<file path="config.mk">
export PLATFORM = sky130hd
export DESIGN_NAME = ram_3d_stream_reader_flat
export DESIGN_NICKNAME = d
export VERILOG_FILES = /design/src/rtl/ram_3d_stream_reader_if.sv /design/src/rtl/ram_3d_stream_reader.sv /design/src/flat_wrapper.sv
export SDC_FILE = /design/constraint.sdc
export NUM_CORES = 1
export LEC_CHECK = 0
export CORE_ASPECT_RATIO = 1.2
export CORE_MARGIN = 1
export CORE_UTILIZATION = 55
export CTS_CLUSTER_DIAMETER = 50
export DETAILED_ROUTE_END_ITERATION = 8
export PLACE_DENSITY = 0.8
export REMOVE_ABC_BUFFERS = 1
export SYNTH_ARGS = -nofsm -noshare
export SYNTH_HDL_FRONTEND = slang
export SYNTH_SLANG_ARGS = --single-unit
</file>
<file path="constraint.sdc">
create_clock -name clk -period 3.7 [get_ports clk]
set_clock_uncertainty 0.2 [all_clocks]
set_input_delay 0.37 -clock clk [delete_from_list [all_inputs] [get_ports clk]]
set_output_delay 0.37 -clock clk [all_outputs]
set_load 0.02 [all_outputs]
</file>
<file path="src/rtl/ram_3d_stream_reader_if.sv">
// Port-B read bus and output row stream of the
// 3D feature-map stream reader.
interface ram_3d_stream_reader_if #(
  parameter int ram_num = 16,
  parameter int width   = 16,
  parameter int address = 10
);
  logic               enb;
  logic               web;
  logic [address-1:0] addrb [0:ram_num-1];
  logic [width-1:0]   doutb [0:ram_num-1];
  logic               out_valid;
  logic               out_ready;
  logic [width-1:0]   out_data [0:ram_num-1];
  logic               out_last;

  modport master (
    output enb, web, addrb,
    input  doutb,
    output out_valid, out_data, out_last,
    input  out_ready
  );

  modport slave (
    input  enb, web, addrb,
    output doutb,
    input  out_valid, out_data, out_last,
    output out_ready
  );
endinterface

</file>
<file path="src/rtl/ram_3d_stream_reader.sv">
// Strided row reader for banked RAM port B with a
// 4-deep credit-managed row FIFO on a valid/ready stream.
module ram_3d_stream_reader #(
  parameter int ram_num = 16,
  parameter int width   = 16,
  parameter int address = 10
) (
  input  logic               clk,
  input  logic               rst,
  input  logic               start,
  input  logic [address-1:0] base_addr,
  input  logic [address-1:0] stride,
  input  logic [address:0]   length,
  output logic               busy,
  output logic               done,
  ram_3d_stream_reader_if.master bus
);

  typedef enum logic [1:0] {
    IDLE,
    RUN,
    DRAIN
  } state_e;

  localparam logic [address:0] L0 = '0;
  localparam logic [address:0] L1 = (address+1)'(1);

  state_e             state_q, state_d;
  logic [address-1:0] next_q, next_d;
  logic [address-1:0] addrb_q, addrb_d;
  logic [address:0]   left_q, left_d;
  logic [address:0]   beats_q, beats_d;
  logic               enb_q, enb_d;
  logic               vld_q, vld_d;
  logic               done_q, done_d;
  logic [1:0]         wr_q, wr_d;
  logic [1:0]         rd_q, rd_d;
  logic [2:0]         cnt_q, cnt_d;
  logic [width-1:0]   mem_q [0:3][0:ram_num-1];
  logic [width-1:0]   mem_d [0:3][0:ram_num-1];

  logic       push;
  logic       pop;
  logic       credit;
  logic [3:0] used;

  always_comb begin
    push   = vld_q;
    pop    = (cnt_q != 3'd0) && bus.out_ready;
    // credits count the FIFO plus reads still in flight
    used   = {1'b0, cnt_q} + {3'b0, enb_q}
           + {3'b0, vld_q};
    credit = used < 4'd4;

    state_d = state_q;
    next_d  = next_q;
    addrb_d = addrb_q;
    left_d  = left_q;
    beats_d = beats_q;
    enb_d   = 1'b0;
    vld_d   = enb_q;
    done_d  = 1'b0;
    wr_d    = wr_q;
    rd_d    = rd_q;
    mem_d   = mem_q;

    if (pop) begin
      beats_d = beats_q - L1;
      rd_d    = rd_q + 2'd1;
    end
    if (push) begin
      for (int i = 0; i < ram_num; i++)
        mem_d[wr_q][i] = bus.doutb[i];
      wr_d = wr_q + 2'd1;
    end
    cnt_d = cnt_q + {2'b0, push}
          - {2'b0, pop};

    unique case (state_q)
      IDLE: begin
        if (start && length == L0) begin
          done_d = 1'b1;
        end else if (start) begin
          enb_d   = 1'b1;
          addrb_d = base_addr;
          next_d  = base_addr + stride;
          left_d  = length - L1;
          beats_d = length;
          state_d = (length == L1) ? DRAIN : RUN;
        end
      end
      RUN: begin
        if (credit) begin
          enb_d   = 1'b1;
          addrb_d = next_q;
          next_d  = next_q + stride;
          left_d  = left_q - L1;
          if (left_q == L1) state_d = DRAIN;
        end
      end
      DRAIN: begin
        if (pop && beats_q == L1) begin
          state_d = IDLE;
          done_d  = 1'b1;
        end
      end
      default: state_d = IDLE;
    endcase
  end

  always_ff @(posedge clk or negedge rst) begin
    if (!rst) begin
      state_q <= IDLE;
      next_q  <= '0;
      addrb_q <= '0;
      left_q  <= '0;
      beats_q <= '0;
      enb_q   <= 1'b0;
      vld_q   <= 1'b0;
      done_q  <= 1'b0;
      wr_q    <= '0;
      rd_q    <= '0;
      cnt_q   <= '0;
      for (int e = 0; e < 4; e++)
        for (int i = 0; i < ram_num; i++)
          mem_q[e][i] <= '0;
    end else begin
      state_q <= state_d;
      next_q  <= next_d;
      addrb_q <= addrb_d;
      left_q  <= left_d;
      beats_q <= beats_d;
      enb_q   <= enb_d;
      vld_q   <= vld_d;
      done_q  <= done_d;
      wr_q    <= wr_d;
      rd_q    <= rd_d;
      cnt_q   <= cnt_d;
      mem_q   <= mem_d;
    end
  end

  always_comb begin
    busy          = state_q != IDLE;
    done          = done_q;
    bus.enb       = enb_q;
    bus.web       = 1'b0;
    bus.out_valid = cnt_q != 3'd0;
    bus.out_last  = bus.out_valid
                 && beats_q == L1;
    for (int i = 0; i < ram_num; i++) begin
      bus.addrb[i]    = addrb_q;
      bus.out_data[i] = bus.out_valid
                      ? mem_q[rd_q][i] : '0;
    end
  end

endmodule

</file>
<file path="src/flat_wrapper.sv">
// flat-port wrapper written by rule: the top's interface ports become plain ports
module ram_3d_stream_reader_flat 
#(
  parameter int ram_num = 16,
  parameter int width   = 16,
  parameter int address = 10
)
  (clk, rst, start, base_addr, stride, length, busy, done, bus_enb, bus_web, bus_addrb, bus_doutb, bus_out_valid, bus_out_data, bus_out_last, bus_out_ready);
  ram_3d_stream_reader_if #(.ram_num(ram_num), .width(width), .address(address)) bus_i ();
  input  logic clk;
  input  logic rst;
  input  logic start;
  input  logic [address-1:0] base_addr;
  input  logic [address-1:0] stride;
  input  logic [address:0] length;
  output logic busy;
  output logic done;
  output wire logic [$bits(bus_i.enb)-1:0] bus_enb;
  output wire logic [$bits(bus_i.web)-1:0] bus_web;
  output wire logic [$bits(bus_i.addrb)-1:0] bus_addrb;
  input wire logic [$bits(bus_i.doutb)-1:0] bus_doutb;
  output wire logic [$bits(bus_i.out_valid)-1:0] bus_out_valid;
  output wire logic [$bits(bus_i.out_data)-1:0] bus_out_data;
  output wire logic [$bits(bus_i.out_last)-1:0] bus_out_last;
  input wire logic [$bits(bus_i.out_ready)-1:0] bus_out_ready;
  assign bus_enb = bus_i.enb;
  assign bus_web = bus_i.web;
  assign bus_addrb = {>>{bus_i.addrb}};
  assign bus_i.doutb = {>>{bus_doutb}};
  assign bus_out_valid = bus_i.out_valid;
  assign bus_out_data = {>>{bus_i.out_data}};
  assign bus_out_last = bus_i.out_last;
  assign bus_i.out_ready = bus_out_ready;
  ram_3d_stream_reader #(.ram_num(ram_num), .width(width), .address(address)) u_core (.clk(clk), .rst(rst), .start(start), .base_addr(base_addr), .stride(stride), .length(length), .busy(busy), .done(done), .bus(bus_i));
endmodule
</file>
Word-level counts from Yosys, hierarchy flattened
Index checks and enable logic that the tools add are counted.
W data, S select, Z words.
{ "word_totals": {"in_bits": 291, "ff_bits": 1078, "out_inout_bits": 422} }
{ "classes": {"n_reduce_logical": 12, "add_sub_neg": 11, "order_cmp": 4, "n_eq_ne": 10, "n_bitwise": 2, "n_mux": 97} }
{ "ops": {"columns": ["operator", "n"], "rows": [
  ["$bwmux W1024", 16],
  ["$demux W256 S2", 16],
  ["$mux W256", 3],
  ["$bmux W256 S2", 1],
  ["$mux W16", 17],
  ["$mux W240", 1],
  ["$mux W224", 1],
  ["$mux W208", 1],
  ["$mux W192", 1],
  ["$mux W176", 1],
  ["$mux W160", 1],
  ["$mux W144", 1],
  ["$mux W128", 1],
  ["$mux W112", 1],
  ["$mux W96", 1],
  ["$mux W80", 1],
  ["$mux W11", 7],
  ["$mux W64", 1],
  ["$mux W10", 6],
  ["$mux W48", 1],
  ["$pmux W10 S2", 2],
  ["$eq A11 B1 Y1 const B", 3],
  ["$sub A11 B1 Y11 const B", 3],
  ["$mux W32", 1],
  ["other kinds (26)", 48]
]} }

Depth between registers and ports, before layout
{ "logic_depth": {"depth_word": 21, "depth_mapped": 12} }

Worst setup path after synthesis
Ideal clock, no wire load.
{ "synth_path": {"path_kind": "flip-flop to flip-flop", "startpoint": "register u_core.state_q[0]", "endpoint": "register u_core.next_q[9]", "path_slack_ns": 0.741, "period_less_slack_ns": 2.959, "stages_incl_launch_ff": 12, "t_arrival_ns": 2.617, "cell_sequence": "dfrtp_1 > nor2b_1 > clkbuf_1 > nand2_1 > nand2_1 > ha_1 > a211o_1 > a2111oi_4 > nor3_1 > nor3b_2 > mux2i_1 > o221ai_1"} }
{ "synth_between": {"elab_chain_len": 3} }
{ "synth_lines": {"columns": ["item", "line_no", "text"], "rows": [
  ["start, declared", "ram_3d_stream_reader.sv:28", "state_e state_q, state_d;"],
  ["start signal, assigned", "ram_3d_stream_reader.sv:128", "state_q <= state_d;"],
  ["$eq A2 B1 Y1 / $logic_not A2 Y1 (equally long branches)", "ram_3d_stream_reader.sv:79", "unique case (state_q)"],
  ["$ne A2 B1 Y1 (no line) (tied with other cells)", null, null],
  ["$reduce_and A4 Y1 (no line)", null, null],
  ["end signal, assigned", "ram_3d_stream_reader.sv:129", "next_q <= next_d;"],
  ["end, declared", "ram_3d_stream_reader.sv:29", "logic [address-1:0] next_q, next_d;"]
]} }
Several ways; a longest one is shown, not always the timed one.
A chain may end at the register's enable or synchronous reset.

Worst setup path in the final report
{ "layout_path": {"startpoint": "register u_core.rd_q[0]", "endpoint": "output port bus_out_data[226]"} }
{ "layout_between": {"elab_chain_len": 5} }
{ "layout_lines": {"columns": ["item", "line_no", "text"], "rows": [
  ["start, declared", "ram_3d_stream_reader.sv:37", "logic [1:0] rd_q, rd_d;"],
  ["start signal, assigned", "ram_3d_stream_reader.sv:137", "rd_q <= rd_d;"],
  ["$not A2 Y3 (implied by the code)", "ram_3d_stream_reader.sv:154", "? mem_q[rd_q][i] : '0;"],
  ["$bmux W256 S2", "ram_3d_stream_reader.sv:154", null],
  ["$mux W256 (2 in a row)", null, null],
  ["$mux W16", "ram_3d_stream_reader.sv:154", null],
  ["end, declared", "flat_wrapper.sv:23", "output wire logic [$bits(bus_i.out_data)-1:0] bus_out_data;"]
]} }
Every way passes these cells. The select of a mux whose other input is x is not followed.

==> metrics.cfg <==
[floorplanning]
dieArea_um2 = 92300
initial_utilization = 0.558
core-area_um2 = 89800
rows = 120
die_w_um = 277
pin_count = 713
dieHeight_um = 333

[critical_path]
worstPathRequired_ns = 3.13
cp-start-kind = register
slowest_delay_ns = 0.54
crit_start = u_core.rd_q[0]$_DFFE_PN0P_
cp-end-kind = primary output
crit_fanout = 29
rr_startpoint = u_core.state_q[1]$_DFFE_PN0P_
cp_cell_sequence = buf_16, buf_16, mux4_2, and2_1, clkdlybuf4s50_1
cp.arrival_ns = 3.01
criticalPathCategory = register to primary output
crit_slowest_cell = clkdlybuf4s50_1
path_common_cell = buf_16

[logic_synthesis]
synth.distinct_cells = 61
ys_ff_latch = 1078
yosysWarnings = 0
synth_edf_count = 0
async_flop_share = 1.00
synth_flop_cell = dfrtp_1
syn_inst = 3300
seq_area_frac_synth = 0.539
netlist_area_um2 = 50100
avgSynthCellArea_um2 = 15.2

[placement]
dp_hpwl_um = 81800
placedCellCount = 4886
gp_routability_congestion = 0.870
pre_cts_ws_ns = 0.632
dpl-instance-area_um2 = 57800
port_buffers = 711

[routing]
dr.pass1.iters = 5
routed_wl_um = 124000
drc = 0
post_drt_wl_per_cell_um = 24.1
drtAntennaViolNets = 0
vias_per_cell = 5.81
first_iter_violations = 1562
vias = 29800

[grt]
grt_pass1_vias = 32300
grt_usage = 0.270
grt_max_degree = 135
grt_first_pass_wirelength_um = 192000
antenna_found_initial = 38
grt_overflow = 0

[timing]
slew_headroom = 0.481
fmax_mhz = 279
holdWs_ns = 0.0743
worst_pin_slew_ns = 0.779
drv_slew = 0
rsz0062_at_grt = false
finalHoldViolCount = 0
min_period_ns = 3.58
finalSetupViolCount = 0
setup_ws_ns = 0.120
finalCritPeriodShare = 0.968

[run]
maxCapViolCount = 0

[cts]
cts_max_path_buffers = 3
cts_tree = yes
clock-sinks = 1078
h-tree-depth = 3
cts_buffers = 112
path_clk_slew_ns = 0.06
clk_latency_ns = 0.67
root_buffer = clkbuf_16

[final_layout]
fin_area_um2 = 61900
final_common_cell = dfrtp_1
layout-drive-gt1-share = 0.403
syn2layout_area_growth_pct = 23.6
utilization = 0.689
nets = 4160
final_cell_mix = 1076 x dfrtp_1, 1026 x mux2_2, 704 x clkdlybuf4s50_1, 256 x mux4_2, 256 x and2_1
final_cells = 5126
nFillCells = 6015

[run_status]
status = finished, final reports clean

[power]
seqPwrFrac = 0.304
p_per_area_nw_per_um2 = 1130
power.switching_mw = 24.8
p_leak_nw = 25.5
power_frac_clock = 0.166
power_frac_comb = 0.529
p_int_mw = 45.3
peakVddDrop_mv = 0.710
sw_frac_of_total = 0.354

[hold_path]
hp-class = input pin to asynchronous set/reset pin

critical path, delay by kind of cell, from the launching register on:
kind	cells	cell delay [ns]
muxes	1	0.52
and+or+nand+nor	1	0.19
buffers and inverters	3	1.07
DFF	1	0.48
power by group through the flow:
stage	registers [mW]	logic (mW)	clock network (mW)
final	21.4	37.1	11.7
after global routing	22.1	39.1	12.3
after CTS	21.3	37.5	11.9
after detailed placement	21.4	37.2	0
after global placement	21.1	36.7	0
after floorplan	21.8	21.1	0
sequential cells by signal, indices dropped and copies added (netlist names):
register and flops:
u_core.mem_q 1024, u_core.left_q 11, u_core.addrb_q 10, u_core.bus.enb 1, u_core.cnt_q 3, u_core.rd_q 2
u_core.state_q 2, u_core.wr_q 2, u_core.beats_q 11, u_core.next_q 10, u_core.done 1, u_core.push 1
logic make-up (layout without fill, tap and decap cells):
| logic type | Yosys count | after routing | share of synthesized area |
|---|---|---|---|
| multiplexers | 1294 | 1294 | 0.349 |
| flip-flops | 1078 | 1078 | 0.539 |
| AND/OR/NAND/NOR | 404 | 404 | 0.0466 |
| buffers and inverters | 381 | 1019 | 0.0427 |
| AO/OA/AOI/OAI | 88 | 88 | 0.0112 |
| XOR/XNOR | 28 | 28 | 0.00490 |
| adder cells (fa/ha/maj) | 26 | 26 | 0.00679 |
| other | 1 | 30 | 0.0000749 |
synth_stat cells, types with 9 or more instances:
cell type	number	area share
a21oi_1	32	0.0032
and2_1	256	0.032
buf_1	12	0.00090
buf_2	97	0.0097
buf_4	151	0.023
clkbuf_1	100	0.0075
dfrtp_1	1078	0.54
ha_1	24	0.0060
inv_1	18	0.0013
mux2_2	1026	0.23
mux2_4	9	0.0027
mux4_2	256	0.12
nand2_1	63	0.0047
nand3_1	11	0.0011
nor2_1	32	0.0024
o21ai_0	21	0.0021
xnor2_1	18	0.0031
xor2_1	10	0.0017
through the flow:
stage	power [mW]	setup TNS (ns)
finish	70.2	0
CTS	70.6	0
floorplan	42.9	-5380.40
global route	73.5	0
detailed placement	58.7	0
global placement	57.7	0
final cells by class:
cell class,count,area (um^2),area share
Tap cell,1159,1450,0.0234
Sequential cell,1078,27000,0.436
Timing Repair Buffer,792,8400,0.136
Antenna cell,29,72.6,0.00117
Inverter,18,67.6,0.00109
Multi-Input combinational cell,1841,21000,0.339
Clock inverter,47,572,0.00924
Clock buffer,162,3330,0.0539
worst paths after layout:
kind,slack [ns],cells after the start,end
min reg2reg,0.25,0,u_core.push$_DFF_PN0_
max in group asynchronous,2.05,3,u_core.mem_q[243]$_DFFE_PN0P_
max,0.12,5,bus_out_data[226]
max reg2reg,0.62,10,u_core.next_q[9]$_DFFE_PN0P_
min,0.07,2,u_core.mem_q[542]$_DFFE_PN0P_
min in group clk,0.18,3,u_core.beats_q[9]$_DFF_PN0_
timing repair:
item,in CTS,in global routing
gates cloned,0,1
buffers inserted,0,0
endpoints found under the hold margin,64,0
pin swaps,0,0
resized for setup,1,11
setup endpoints to repair,8,41
hold buffers,1,0
layer usage:
metal / up-vias / GRT usage / share of wire / wire, um
met5: - / 0 / 0.00043 / 53
met2: 798 / 0.468 / 0.52 / 64600
met1: 15800 / 0.328 / 0.39 / 47700
met4: 8 / 0.132 / 0.049 / 6080
li1: 12900 / - / - / -
met3: 264 / 0.0429 / 0.042 / 5200
No activity file was read; power rests on OpenSTA's default activity.
